==> config.mk <==
export PLATFORM = sky130hd
export DESIGN_NAME = reg_alu_sequencer_flat
export DESIGN_NICKNAME = d
export VERILOG_FILES = /design/src/rtl/reg_alu_sequencer_if.sv /design/src/rtl/reg_alu_sequencer.sv /design/src/flat_wrapper.sv
export SDC_FILE = /design/constraint.sdc
export NUM_CORES = 1
export LEC_CHECK = 0
export ABC_AREA = 0
export CAP_MARGIN = 20
export CORE_ASPECT_RATIO = 0.5
export CORE_MARGIN = 2
export CORE_UTILIZATION = 36
export DETAILED_ROUTE_END_ITERATION = 16
export GPL_TIMING_DRIVEN = 1
export HOLD_SLACK_MARGIN = 0.15
export MAX_ROUTING_LAYER = met4
export PLACE_DENSITY = 0.76
export REMOVE_ABC_BUFFERS = 1
export SLEW_MARGIN = 25
export SYNTH_ARGS = -nofsm -noshare
export SYNTH_HDL_FRONTEND = slang
export SYNTH_SLANG_ARGS = --single-unit
==> constraint.sdc <==
create_clock -name clk -period 2.4 [get_ports clk]
set_input_delay 0.48 -clock clk [delete_from_list [all_inputs] [get_ports clk]]
set_output_delay 0.48 -clock clk [all_outputs]
set_load 0.03 [all_outputs]
==> src/rtl/reg_alu_sequencer_if.sv <==
// Instruction-stream interface for reg_alu_sequencer.
// Carries the instruction word and its valid/ready handshake, plus the
// cancel strobe that abandons a pending two-word (immediate) instruction.
//   instr_in     instruction header or immediate word, INSTR_W bits
//   instr_valid  source has a word on instr_in this cycle
//   instr_ready  sequencer takes instr_in on the next rising edge
//   cancel       drop the immediate instruction waiting for its second word
// Modports: master = instruction source, slave = sequencer.
interface reg_alu_sequencer_if #(
  parameter int ADDR_W = 4
);
  localparam int INSTR_W = 3*ADDR_W + 4;

  logic [INSTR_W-1:0] instr_in;
  logic               instr_valid;
  logic               instr_ready;
  logic               cancel;

  modport master (
    output instr_in,
    output instr_valid,
    output cancel,
    input  instr_ready
  );

  modport slave (
    input  instr_in,
    input  instr_valid,
    input  cancel,
    output instr_ready
  );
endinterface

==> src/rtl/reg_alu_sequencer.sv <==
// reg_alu_sequencer
// Control-side driver for a register-file/ALU datapath. Accepts instructions
// over the ibus handshake, drives the datapath controls for one execute
// cycle, captures ALUResult and counts retired instructions.
// Ports:
//   clk               rising-edge clock
//   reset             asynchronous, active-low reset
//   ibus              instruction stream (slave side)
//   ALUResult         combinational result from the datapath
//   RA1, RA2, WA      register addresses to the datapath
//   RegWrite          write enable, high only during the execute cycle
//   ALUSrc            0: SrcB = RD2, 1: SrcB = external_data_in
//   ALUControl        ALU operation select
//   external_data_in  immediate operand
//   result            ALUResult captured at the end of the execute cycle
//   result_valid      one-cycle pulse when result is updated
//   retired           wrapping count of executed instructions
// Header word layout, MSB first: [op:2][imm:1][we:1][WA][RA1][RA2].
module reg_alu_sequencer #(
  parameter int DATA_W = 8,
  parameter int ADDR_W = 4,
  parameter int CNT_W  = 16
) (
  input  logic                 clk,
  input  logic                 reset,
  reg_alu_sequencer_if.slave   ibus,
  input  logic [DATA_W-1:0]    ALUResult,
  output logic [ADDR_W-1:0]    RA1,
  output logic [ADDR_W-1:0]    RA2,
  output logic [ADDR_W-1:0]    WA,
  output logic                 RegWrite,
  output logic                 ALUSrc,
  output logic [1:0]           ALUControl,
  output logic [DATA_W-1:0]    external_data_in,
  output logic [DATA_W-1:0]    result,
  output logic                 result_valid,
  output logic [CNT_W-1:0]     retired
);
  localparam int INSTR_W = 3*ADDR_W + 4;

  typedef enum logic [1:0] {
    IDLE = 2'd0,
    IMM  = 2'd1,
    EXEC = 2'd2
  } state_t;

  state_t state, state_nxt;
  logic   we_q;
  logic   xfer;

  // Ready is a function of state and cancel only; a cancelled IMM word is
  // refused so it cannot be mistaken for the immediate.
  assign ibus.instr_ready = (state == IDLE) || ((state == IMM) && !ibus.cancel);
  assign xfer             = ibus.instr_valid && ibus.instr_ready;

  // Combinational so that an asynchronous reset drops the write at once.
  assign RegWrite = (state == EXEC) && we_q;

  always_ff @(posedge clk or negedge reset) begin
    if (!reset) state <= IDLE;
    else        state <= state_nxt;
  end

  always_comb begin
    state_nxt = state;
    case (state)
      IDLE: if (xfer) state_nxt = ibus.instr_in[INSTR_W-3] ? IMM : EXEC;
      IMM: begin
        if (ibus.cancel)   state_nxt = IDLE;
        else if (xfer)     state_nxt = EXEC;
      end
      EXEC:    state_nxt = IDLE;
      default: state_nxt = IDLE;
    endcase
  end

  always_ff @(posedge clk or negedge reset) begin
    if (!reset) begin
      RA1              <= '0;
      RA2              <= '0;
      WA               <= '0;
      we_q             <= 1'b0;
      ALUSrc           <= 1'b0;
      ALUControl       <= 2'b00;
      external_data_in <= '0;
      result           <= '0;
      result_valid     <= 1'b0;
      retired          <= '0;
    end else begin
      result_valid <= 1'b0;
      case (state)
        // Decode: header fields go straight into the output registers.
        IDLE: begin
          if (xfer) begin
            ALUControl <= ibus.instr_in[INSTR_W-1 -: 2];
            ALUSrc     <= ibus.instr_in[INSTR_W-3];
            we_q       <= ibus.instr_in[INSTR_W-4];
            WA         <= ibus.instr_in[3*ADDR_W-1 -: ADDR_W];
            RA1        <= ibus.instr_in[2*ADDR_W-1 -: ADDR_W];
            RA2        <= ibus.instr_in[ADDR_W-1:0];
          end
        end
        // Immediate: only the low DATA_W bits of the second word matter.
        IMM: begin
          if (xfer) external_data_in <= ibus.instr_in[DATA_W-1:0];
        end
        // Execute: datapath writes on this same edge; capture and retire.
        EXEC: begin
          result       <= ALUResult;
          result_valid <= 1'b1;
          retired      <= retired + CNT_W'(1);
        end
        default: ;
      endcase
    end
  end
endmodule
==> src/flat_wrapper.sv <==
// flat-port wrapper written by rule: the top's interface ports become plain ports
module reg_alu_sequencer_flat 
#(
  parameter int DATA_W = 8,
  parameter int ADDR_W = 4,
  parameter int CNT_W  = 16
)
  (clk, reset, ALUResult, RA1, RA2, WA, RegWrite, ALUSrc, ALUControl, external_data_in, result, result_valid, retired, ibus_instr_in, ibus_instr_valid, ibus_cancel, ibus_instr_ready);
  reg_alu_sequencer_if #(.ADDR_W(ADDR_W)) ibus_i ();
  input  logic clk;
  input  logic reset;
  input  logic [DATA_W-1:0] ALUResult;
  output logic [ADDR_W-1:0] RA1;
  output logic [ADDR_W-1:0] RA2;
  output logic [ADDR_W-1:0] WA;
  output logic RegWrite;
  output logic ALUSrc;
  output logic [1:0] ALUControl;
  output logic [DATA_W-1:0] external_data_in;
  output logic [DATA_W-1:0] result;
  output logic result_valid;
  output logic [CNT_W-1:0] retired;
  input wire logic [$bits(ibus_i.instr_in)-1:0] ibus_instr_in;
  input wire logic [$bits(ibus_i.instr_valid)-1:0] ibus_instr_valid;
  input wire logic [$bits(ibus_i.cancel)-1:0] ibus_cancel;
  output wire logic [$bits(ibus_i.instr_ready)-1:0] ibus_instr_ready;
  assign ibus_i.instr_in = ibus_instr_in;
  assign ibus_i.instr_valid = ibus_instr_valid;
  assign ibus_i.cancel = ibus_cancel;
  assign ibus_instr_ready = ibus_i.instr_ready;
  reg_alu_sequencer #(.DATA_W(DATA_W), .ADDR_W(ADDR_W), .CNT_W(CNT_W)) u_core (.clk(clk), .reset(reset), .ibus(ibus_i), .ALUResult(ALUResult), .RA1(RA1), .RA2(RA2), .WA(WA), .RegWrite(RegWrite), .ALUSrc(ALUSrc), .ALUControl(ALUControl), .external_data_in(external_data_in), .result(result), .result_valid(result_valid), .retired(retired));
endmodule
# Word-level counts from Yosys, hierarchy flattened
# Index checks and enable logic that the tools add are counted.
[word_totals] register_bits=51 word_cells=31
[op_classes] n_eq_ne=4 n_mux=6 n_reduce_logical=9 addsub=1
[ops] cell="16-bit by 1-bit adder with 16-bit output, second input constant" count=1
[ops] cell="2-bit 2-to-1 mux" count=4
[ops] cell="2-bit AND reduction" count=3
[ops] cell="2-bit one-hot mux with 2 select lines" count=1
[ops] cell="1-bit logical AND" count=3
[ops] cell="3-bit by 2-bit inequality test with 1-bit output, second input constant" count=1
[ops] cell="2-bit by 1-bit equality test with 1-bit output, second input constant" count=1
[ops] cell="2-bit equality test, second input constant" count=1
[ops] cell="2-bit zero test" count=1
[ops] cell="2-bit by 1-bit inequality test with 1-bit output, second input constant" count=1
[ops] cell="1-bit zero test" count=1
[ops] cell="1-bit logical OR" count=1
[ops] cell="1-bit 2-to-1 mux" count=1

# Longest topological paths before layout
# Gate-level depths: netlist (run 1).
[logic_depth] word_depth=7 ltp_mapped=5 depth_no_buf=5

# Worst setup path after synthesis (run 1)
# Ideal clock, no wire load.
[synth_path] path_kind="register to register" startpoint="reg u_core.retired[0]" endpoint="reg u_core.retired[10]" stages_incl_launch_ff=6 arrival_time_ps=1528 path_buffers=0 path_slack_ps=739 cell_sequence="dfrtp_1 > ha_1 > nand3b_1 > nor4_1 > nand2_1 > xnor2_1"
[synth_via] elab_chain_cells=1
[synth_lines] element="start, declared" line_no="reg_alu_sequencer.sv:37" text="output logic [CNT_W-1:0] retired"
[synth_lines] element="start signal, assigned" line_no="reg_alu_sequencer.sv:111" text="retired <= retired + CNT_W'(1);"
[synth_lines] element="16-bit by 1-bit adder with 16-bit output" line_no="reg_alu_sequencer.sv:111"
# No other way between the ends.
# A chain may end at the register's enable or synchronous reset.

# Final worst setup path (run 1)
[layout_path] startpoint="in ibus_cancel" endpoint="out ibus_instr_ready"
[layout_via] elab_chain_cells=3
[layout_lines] element="start, declared" line_no="flat_wrapper.sv:25" text="input wire logic [$bits(ibus_i.cancel)-1:0] ibus_cancel;"
[layout_lines] element="1-bit zero test" line_no="reg_alu_sequencer.sv:53" text="assign ibus.instr_ready = (state == IDLE) || ((state == IMM) && !ibus.cancel);"
[layout_lines] element="1-bit logical AND" line_no="reg_alu_sequencer.sv:53"
[layout_lines] element="1-bit logical OR" line_no="reg_alu_sequencer.sv:53"
[layout_lines] element="end, declared" line_no="flat_wrapper.sv:26" text="output wire logic [$bits(ibus_i.instr_ready)-1:0] ibus_instr_ready;"
# No other way between the ends.

==> key figures, run 1 <==
Cells and area
  – Area of the multi-input gates: ~730 um^2
  – Sequential cell area: 1280 um^2
  – # fillers: 479
  – Nets@finish: 271
  – Ant diodes: 0
  – Share of layout cells above drive strength 1: about 17%
  – P&R area growth vs syn: 50.1%

Logic synthesis
  – Synth async-reset ratio: 100%
  – Yosys cell types: 26
  – Post-synth top flop: dfrtp_1
  – Mean Syn Cell Area: 13.0 um^2
  – YS warnings: 0
  – Post-synth top area share: roughly 63%
  – Top cells by count, synth: dfrtp_1 (51), nand2_1 (32), mux2_2 (24), xnor2_1 (11)
  – Cell Area, Synth: between 2000 and 2500 um^2
  – Post-synthesis register bit count: 51
  – Post-synthesis sequential area ratio: 62.7%
  – Synth area leaders: dfrtp_1 (63%), mux2_2 (13%), nand2_1 (5.9%), xnor2_1 (4.7%), xor2_1 (1.7%)
  – Syn Inst Count: around 160
  – Area leader, netlist: dfrtp_1
  – EDFF count, synth: 0
  – Top-count cell post-synth: dfrtp_1

GRT
  – Gr busiest metal: met2
  – Met2 Use GR: 26.8%
  – Initial antenna violation count: 0
  – Met1 Use GR: 18.4%
  – Grt total ovfl: 0
  – Met3 GRT Util: 3.43%
  – All-layer global routing usage: between 10% and 20%
  – Vias in the first global route: 1521
  – First-pass GRT wire length: 7250 um
  – Largest net degree at the start of global routing: 52

Floorplanning
  – Io pins: 78
  – Row count: 19
  – Initial Utilization: between 30% and 40%
  – Die Y: around 57 um
  – Die X: 110 um
  – Die area: 6310 um^2
  – Core area: 5470 um^2

Detailed routing
  – Mean number of vias per cell: 4.61
  – Final wirelength: 4430 um
  – Final ANT Viol Nets: 0
  – Drt drc: 0
  – WL/cell: 14.1 um
  – Detailed Routing Iterations Pass 1: 4
  – Via count: 1448
  – Initial DRC count: 34

Clocking
  – CTS Buffer Depth: 2
  – Num CTS Buffers: 5
  – CTS resizes: 0
  – Hold_buf cts: 0
  – H-tree Lvls: 2
  – Worst skew pair latency: 280 ps
  – Worst-path clk slew: around 60 ps
  – Root buf cell: clkbuf_16
  – Sink Count: 51
  – TritonCTS clock tree: yes
  – Post-CTS Setup Inserts: 0

Power and ir drop
  – Register share of total power: roughly two fifths
  – Sw Ratio: 34.3%
  – Tot Pwr: 2.91 mW
  – Clock power share: between 20% and 30%
  – Leakage power: 1.36 nW
  – Worst vdd ir: between 0.5 and 0.6 mV
  – Power Density: 952 nW/um^2
  – Comb pwr share: 36.9%
  – P_int: 1.91 mW
  – P_sw: roughly 1.0 mW

Timing
  – Final min period: 2250 ps
  – Clk_skew: 5.14 ps
  – Final clock period utilization by the worst path: 93.8%
  – Slew @ Worst Pin: 526 ps
  – Max-slew violations: 0
  – Final TNS setup: 0 ps
  – Slew headroom: 64.6%
  – Setup WS post-layout: about 150 ps
  – Fmax: 444 MHz
  – Setup Viol. Count Final: 0
  – RSZ-0062 raised after global routing: false
  – Final Hold Viols: 0

Worst hold path
  – Hold WC Path Type: in -> async

Critical path
  – CP Class: in -> out
  – Worst path required time: 1920 ps
  – Top fanout value on the critical path: 3
  – Critical path startpoint category: primary input
  – CP Capture Type: primary output
  – Crit path DAT: 1770 ps

Placement
  – Port Buffers: 77
  – Hpwl dp: 3200 um
  – Pre-CTS WS: 155 ps
  – GPL Wtd Cong: 0.746

Flow run
  – Max_cap viols: 0

Status
  – Outcome: finished, final reports clean
critical path, stage by stage:
cell             delay, ps
clkdlybuf4s50_1        440
a21oi_1                160
clkdlybuf4s50_1        690
placed cells by master, fill, tap and decap left out, types with 3 or more instances in the layout:
master	instances
clkbuf_16	5
nand3_1	3
clkdlybuf4s50_1	75
nand2_1	32
inv_1	3
xor2_1	4
xnor2_1	11
mux2_2	24
nand4_1	3
dfrtp_1	51
and3_1	4
buf_4	5
path summary, 6_finish.rpt:
path / from / endpoint / slack [ps] / cells after the start
setup reg to reg: u_core.retired[0] / u_core.retired[12] / 620 / 5
hold / removal: reset / u_core.retired[15] / 170 / 2
setup / recovery: ibus_cancel / ibus_instr_ready / 150 / 3
max in group asynchronous: reset / u_core.result[6] / 2000 / 2
hold reg to reg: u_core.retired[15] / u_core.retired[15] / 480 / 1
min in group clk: u_core.retired[15] / u_core.retired[15] / 480 / 1
power groups by stage:
stage / clock network, mW / logic, mW / registers (mW)
floorplan: 0 / 0.216 / 1.54
global placement: 0 / 1.06 / 1.19
detailed placement: 0 / 1.08 / 1.20
CTS: 0.662 / 1.09 / 1.19
global route: 0.690 / 1.13 / 1.21
finish: 0.647 / 1.07 / 1.19
sequential cells by signal (all words and copies together) (netlist names):
| signal | flops |
|---|---|
| u_core.retired | 16 |
| u_core.external_data_in | 8 |
| u_core.result | 8 |
| u_core.RA1 | 4 |
| u_core.RA2 | 4 |
| u_core.WA | 4 |
| u_core.ALUControl | 2 |
| u_core.state | 2 |
| u_core.ALUSrc | 1 |
| u_core.result_valid | 1 |
| u_core.we_q | 1 |
area by class of cell:
type                    instances  share of cell area (%)
clock buffers                   6                    4.22
inverters                       3                   0.369
multi-input cells              99                    24.0
flip-flops and latches         51                    41.8
well taps                      73                    2.99
repair buffers                 82                    26.6
cells by family after synthesis:
group | share of synthesized area, %
AO/OA/AOI/OAI | 0.861
XOR/XNOR | 6.46
adder cells (fa/ha/maj) | 0.615
buffers and inverters | 1.54
flip-flops | 62.7
multiplexers | 13.3
AND/OR/NAND/NOR | 14.5
layer usage:
layer	up-vias	part of all wire, %
met5	-	0
met4	0	1.3
met3	7	2.9
met2	23	54
met1	727	42
li1	691	-
metrics by stage:
| step | std cells | utilization, % | area (um^2) | hold slack, ps |
|---|---|---|---|---|
| 6_report | 314 | 55.9 | 3050 | 172 |
| 5_1_grt | 314 | 55.9 | 3050 | 191 |
| 4_1_cts | 314 | 55.9 | 3050 | 187 |
| 3_5_place_dp | 308 | 53.5 | 2930 | 466 |
| 3_3_place_gp | 308 | 53.5 | 2930 | 462 |
| 2_1_floorplan | 153 | - | 2010 | 184 |
Note: power is estimated with default switching activity, not from simulation.
==> run 2, diff against run 1 <==
--- a/config.mk
+++ b/config.mk
@@ -5,16 +5,15 @@
 export SDC_FILE = /design/constraint.sdc
 export NUM_CORES = 1
 export LEC_CHECK = 0
-export ABC_AREA = 0
 export CAP_MARGIN = 20
 export CORE_ASPECT_RATIO = 0.5
 export CORE_MARGIN = 2
-export CORE_UTILIZATION = 36
+export CORE_UTILIZATION = 30
 export DETAILED_ROUTE_END_ITERATION = 16
 export GPL_TIMING_DRIVEN = 1
 export HOLD_SLACK_MARGIN = 0.15
 export MAX_ROUTING_LAYER = met4
-export PLACE_DENSITY = 0.76
+export PLACE_DENSITY = 0.66
 export REMOVE_ABC_BUFFERS = 1
 export SLEW_MARGIN = 25
 export SYNTH_ARGS = -nofsm -noshare
==> run 2 against run 1 <==
Effect of this change:
- worst setup slack worse by 2.6 ps
- routed wire length down 0.45%
- register-to-register slack better by 30 ps
- fmax down 0.11%
- cell area up 2.3%
- sequential share of layout area down 0.92 points
- critical path type unchanged
- clock power up 27%
- largest cell class unchanged
- sequential power about the same
- hold slack better by 30 ps
==> key figures, run 2 (synthesized netlist as in run 1, its figures left out) <==
Cells and area
  – Share of layout cells above drive strength 1: 17.7% (was 16.6%)
  – Top Registers: u_core.retired (16), u_core.external_data_in (8), u_core.result (8) (unchanged)
  – Nets@finish: 271 (unchanged)
  – Largest reg by FF count: u_core.retired (unchanged)
  – Max FFs per register: 16 (unchanged)
  – # fillers: 608 (was 479)
  – Most frequent cells in the layout: clkdlybuf4s50_1 (75), dfrtp_1 (51), nand2_1 (32), mux2_2 (24), xnor2_1 (11) (unchanged)
  – Most common cell after layout, fill and taps aside: clkdlybuf4s50_1 (unchanged)
  – P&R area growth vs syn: 53.5% (was 50.1%)
  – Ant diodes: 0 (unchanged)

Clocking
  – CTS Buffer Depth: 2 (unchanged)
  – Hold_buf cts: 0 (unchanged)
  – CTS resizes: 0 (unchanged)
  – Post-CTS Setup Inserts: 0 (unchanged)
  – Worst-path clk slew: 60 ps (about the same)
  – Worst skew pair latency: 290 ps (was 280 ps)
  – H-tree Lvls: 2 (unchanged)
  – Root buf cell: clkbuf_16 (unchanged)
  – Num CTS Buffers: 5 (unchanged)
  – TritonCTS clock tree: yes (unchanged)
  – Sink Count: 51 (unchanged)

Critical path
  – CP Class: in -> out (unchanged)
  – Critical path startpoint category: primary input (unchanged)
  – CP Capture Type: primary output (unchanged)
  – Top fanout value on the critical path: 3 (unchanged)
  – Crit path DAT: 1770 ps (about the same)
  – Worst path required time: 1920 ps (about the same)

Timing
  – Slew @ Worst Pin: 601 ps (was 526 ps)
  – Final min period: 2250 ps (about the same)
  – Clk_skew: 6.84 ps (was 5.14 ps)
  – Final TNS setup: 0 ps (unchanged)
  – Setup Viol. Count Final: 0 (unchanged)
  – RSZ-0062 raised after global routing: false (unchanged)
  – Slew headroom: 59.9% (was 64.6%)
  – Max-slew violations: 0 (unchanged)
  – Fmax: 444 MHz (about the same)
  – Final Hold Viols: 0 (unchanged)
  – Setup WS post-layout: 147 ps (was 150 ps)
  – Final clock period utilization by the worst path: 93.9% (was 93.8%)

Placement
  – Port Buffers: 77 (unchanged)
  – GPL Wtd Cong: 0.735 (was 0.746)
  – Pre-CTS WS: 141 ps (was 155 ps)
  – Hpwl dp: 3270 um (was 3200 um)

Floorplanning
  – Die area: 7500 um^2 (was 6310 um^2)
  – Core area: 6620 um^2 (was 5470 um^2)
  – Row count: 21 (was 19)
  – Die Y: 62.2 um (was 57.2 um)
  – Initial Utilization: 30.7% (was 37.2%)
  – Die X: 120 um (was 110 um)
  – Io pins: 78 (unchanged)

GRT
  – Largest net degree at the start of global routing: 27 (was 52)
  – Grt total ovfl: 0 (unchanged)
  – First-pass GRT wire length: 7330 um (was 7250 um)
  – Vias in the first global route: 1516 (was 1521)
  – All-layer global routing usage: 12.5% (was 15.6%)
  – Initial antenna violation count: 0 (unchanged)

Detailed routing
  – WL/cell: 13.2 um (was 14.1 um)
  – Mean number of vias per cell: 4.34 (was 4.61)
  – Initial DRC count: 23 (was 34)
  – Detailed Routing Iterations Pass 1: 4 (unchanged)
  – Via count: 1455 (was 1448)
  – Final wirelength: 4410 um (was 4430 um)
  – Final ANT Viol Nets: 0 (unchanged)
  – Drt drc: 0 (unchanged)

Power and ir drop
  – Worst vdd ir: 0.364 mV (was 0.523 mV)
  – Leakage power: 1.38 nW (was 1.36 nW)
  – Power Density: 984 nW/um^2 (was 952 nW/um^2)

Worst hold path
  – Hold WC Path Type: in -> async (unchanged)

Flow run
  – Max_cap viols: 0 (unchanged)

Status
  – Outcome: finished, final reports clean (unchanged)
run 2: cell types whose count changed in the layout (fill, tap and decap cells not counted):
cell	previous run	this run
bufinv_16	0	1
clkbuf_8	0	1
clkinv_2	0	1
clkbuf_1	1	0
run 2: power by group:
part           switching, mW  internal [mW]
clock                  0.304          0.519
sequential             0.131           1.05
combinational          0.582          0.490
run 2: per-layer routing:
| layer | track usage, % | wire [um] | up-vias | part of all wire (%) |
|---|---|---|---|---|
| met5 | - | 0 | - | 0 |
| met4 | 3.05 | 27 | 0 | 0.61 |
| met3 | 2.94 | 146 | 5 | 3.3 |
| met2 | 21.2 | 2280 | 18 | 52 |
| met1 | 15.2 | 1960 | 737 | 44 |
| li1 | - | - | 695 | - |
run 2: final cells by class:
type | count | area, um^2 | area share [%]
sequential | 51 | 1280 | 40.9
clock inverter | 2 | 35.0 | 1.12
multi-input combinational | 99 | 733 | 23.5
timing repair buffer | 82 | 813 | 26.0
inverter | 3 | 11.3 | 0.361
clock buffer | 6 | 139 | 4.45
tap | 92 | 115 | 3.69
run 2: through the flow:
step / total power, mW / instance area (um^2) / hold slack (ps) / std cells / util [%]
floorplan: 1.76 / 2010 / 184 / 153 / -
detailed placement: 2.28 / 2950 / 462 / 327 / 44.5
finish: 3.07 / 3120 / 201 / 335 / 47.2
global route: 3.21 / 3120 / 251 / 335 / 47.2
global placement: 2.26 / 2950 / 462 / 327 / 44.5
CTS: 3.10 / 3120 / 218 / 335 / 47.2
run 2: critical path, stage by stage:
cell and delay [ps]:
clkdlybuf4s50_1 450, a21oi_1 160, clkdlybuf4s50_1 680
run 2: final timing paths:
check	to	from	slack (ps)	cells past startpoint
setup / recovery	ibus_instr_ready	ibus_cancel	150	3
hold / removal	u_core.retired[15]	reset	200	1
setup reg to reg	u_core.retired[10]	u_core.retired[0]	650	5
hold reg to reg	u_core.result[4]	u_core.result[4]	480	2
max in group asynchronous	u_core.state[1]	reset	1660	2
min in group clk	u_core.result[4]	u_core.result[4]	480	2
==> run 3, diff against run 2 <==
--- a/config.mk
+++ b/config.mk
@@ -7,7 +7,6 @@
 export LEC_CHECK = 0
 export CAP_MARGIN = 20
 export CORE_ASPECT_RATIO = 0.5
-export CORE_MARGIN = 2
 export CORE_UTILIZATION = 30
 export DETAILED_ROUTE_END_ITERATION = 16
 export GPL_TIMING_DRIVEN = 1
==> run 3 against run 2 <==
Effect of this change:
- global-route usage rose by 0.87 points
- via count shrank 0.48%
- flip-flop and latch count unchanged
- sequential share of layout area increased by 0.13 points
==> key figures, run 3 (synthesized netlist as in run 1, its figures left out) <==
Timing
  – Final clock period utilization by the worst path: 93.9% (about the same)
  – Final Hold Viols: 0 (unchanged)
  – RSZ-0062 raised after global routing: false (unchanged)
  – Final min period: 2250 ps (about the same)
  – Max-slew violations: 0 (unchanged)
  – Setup Viol. Count Final: 0 (unchanged)
  – Fmax: 444 MHz (about the same)
  – Final TNS setup: 0 ps (unchanged)
  – Slew headroom: 56.9% (was 59.9%)
  – Slew @ Worst Pin: 646 ps (was 601 ps)
  – Clk_skew: 4.28 ps (was 6.84 ps)
  – Setup WS post-layout: 147 ps (about the same)

Cells and area
  – Largest reg by FF count: u_core.retired (unchanged)
  – Nets@finish: 270 (was 271)
  – Most common cell after layout, fill and taps aside: clkdlybuf4s50_1 (unchanged)
  – Top Registers: u_core.retired (16), u_core.external_data_in (8), u_core.result (8) (unchanged)
  – Max FFs per register: 16 (unchanged)
  – Ant diodes: 0 (unchanged)
  – Share of layout cells above drive strength 1: 16.9% (was 17.7%)
  – Sequential cell area: 1280 um^2 (unchanged)
  – P&R area growth vs syn: 53.0% (was 53.5%)
  – Area of the multi-input gates: 733 um^2 (unchanged)
  – Most frequent cells in the layout: clkdlybuf4s50_1 (75), dfrtp_1 (51), nand2_1 (32), mux2_2 (24), xnor2_1 (11) (unchanged)
  – # fillers: 583 (was 608)

Critical path
  – Crit path DAT: 1770 ps (about the same)
  – Worst path required time: 1920 ps (about the same)
  – CP Class: in -> out (unchanged)
  – CP Capture Type: primary output (unchanged)
  – Critical path startpoint category: primary input (unchanged)
  – Top fanout value on the critical path: 3 (unchanged)

Clocking
  – Num CTS Buffers: 5 (unchanged)
  – Post-CTS Setup Inserts: 0 (unchanged)
  – Sink Count: 51 (unchanged)
  – TritonCTS clock tree: yes (unchanged)
  – Worst-path clk slew: 60 ps (about the same)
  – CTS Buffer Depth: 2 (unchanged)
  – Hold_buf cts: 0 (unchanged)
  – Worst skew pair latency: 280 ps (was 290 ps)
  – CTS resizes: 0 (unchanged)
  – H-tree Lvls: 2 (unchanged)
  – Root buf cell: clkbuf_16 (unchanged)

Worst hold path
  – Hold WC Path Type: in -> async (unchanged)

Floorplanning
  – Die X: 118 um (was 120 um)
  – Row count: 20 (was 21)
  – Die Y: 60.2 um (was 62.2 um)
  – Die area: 7130 um^2 (was 7500 um^2)
  – Initial Utilization: 32.3% (was 30.7%)
  – Io pins: 78 (unchanged)
  – Core area: 6310 um^2 (was 6620 um^2)

GRT
  – Initial antenna violation count: 0 (unchanged)
  – Vias in the first global route: 1442 (was 1516)
  – Grt total ovfl: 0 (unchanged)
  – All-layer global routing usage: 13.4% (was 12.5%)
  – First-pass GRT wire length: 7020 um (was 7330 um)
  – Largest net degree at the start of global routing: 52 (was 27)

Detailed routing
  – Detailed Routing Iterations Pass 1: 4 (unchanged)
  – Final wirelength: 4370 um (was 4410 um)
  – Initial DRC count: 57 (was 23)
  – Final ANT Viol Nets: 0 (unchanged)
  – Drt drc: 0 (unchanged)
  – Mean number of vias per cell: 4.39 (was 4.34)
  – WL/cell: 13.2 um (about the same)
  – Via count: 1448 (was 1455)

Power and ir drop
  – Leakage power: 1.38 nW (about the same)
  – Power Density: 1010 nW/um^2 (was 984 nW/um^2)
  – Tot Pwr: 3.13 mW (was 3.07 mW)
  – Worst vdd ir: 0.351 mV (was 0.364 mV)

Status
  – Outcome: finished, final reports clean (unchanged)

Placement
  – Pre-CTS WS: 137 ps (was 141 ps)
  – Hpwl dp: 3170 um (was 3270 um)
  – GPL Wtd Cong: 0.747 (was 0.735)
  – Port Buffers: 77 (unchanged)

Flow run
  – Max_cap viols: 0 (unchanged)
-- run 3: changes by cell type in the layout (fill, tap and decap cells not counted) --
cell	before	now
bufinv_16	1	2
clkinv_2	1	0
buf_12	1	0
clkbuf_1	0	1
clkbuf_8	1	0
-- run 3: path summary, 6_finish.rpt --
path                                    start                  to  slack, ps  cells past startpoint
setup / recovery                  ibus_cancel    ibus_instr_ready        150                      3
hold / removal                          reset  u_core.retired[15]        300                      2
setup reg to reg            u_core.retired[0]  u_core.retired[12]        630                      5
hold reg to reg            u_core.retired[15]  u_core.retired[15]        470                      1
max in group asynchronous               reset         u_core.we_q       1660                      2
min in group clk           u_core.retired[15]  u_core.retired[15]        470                      1
-- run 3: report_power, final --
part | leakage (nW) | switching (mW) | total [mW] | internal, mW
registers | 0.639 | 0.132 | 1.18 | 1.05
clock network | 0.0911 | 0.290 | 0.887 | 0.597
logic | 0.648 | 0.579 | 1.06 | 0.486
total | 1.38 | 1.00 | 3.13 | 2.13
-- run 3: layer usage --
| layer | share of wire [%] | routed length (um) | global-route usage, % |
|---|---|---|---|
| met4 | 1.4 | 63 | 5.42 |
| met5 | 0 | 0 | - |
| met3 | 3.0 | 131 | 3.24 |
| met1 | 42 | 1850 | 15.0 |
| met2 | 53 | 2320 | 23.7 |
-- run 3: final cells by class --
cell class                 count  share of cell area [%]
clock buffer                   6                    4.14
clock inverter                 2                    1.93
inverter                       3                   0.362
multi-input combinational     99                    23.6
sequential                    51                    41.0
tap                           88                    3.54
timing repair buffer          81                    25.5
-- run 3: worst max-delay path, cell delays in order --
cell,delay (ps)
clkdlybuf4s50_1,450
a21oi_1,160
clkdlybuf4s50_1,680
-- run 3: stage by stage --
stage / std cells / cell area, um^2 / hold slack (ps) / utilization (%)
after floorplan: 153 / 2010 / 184 / -
after global placement: 322 / 2920 / 461 / 46.4
after detailed placement: 322 / 2920 / 468 / 46.4
after CTS: 330 / 3110 / 321 / 49.4
after global routing: 330 / 3110 / 347 / 49.4
final: 330 / 3110 / 300 / 49.4
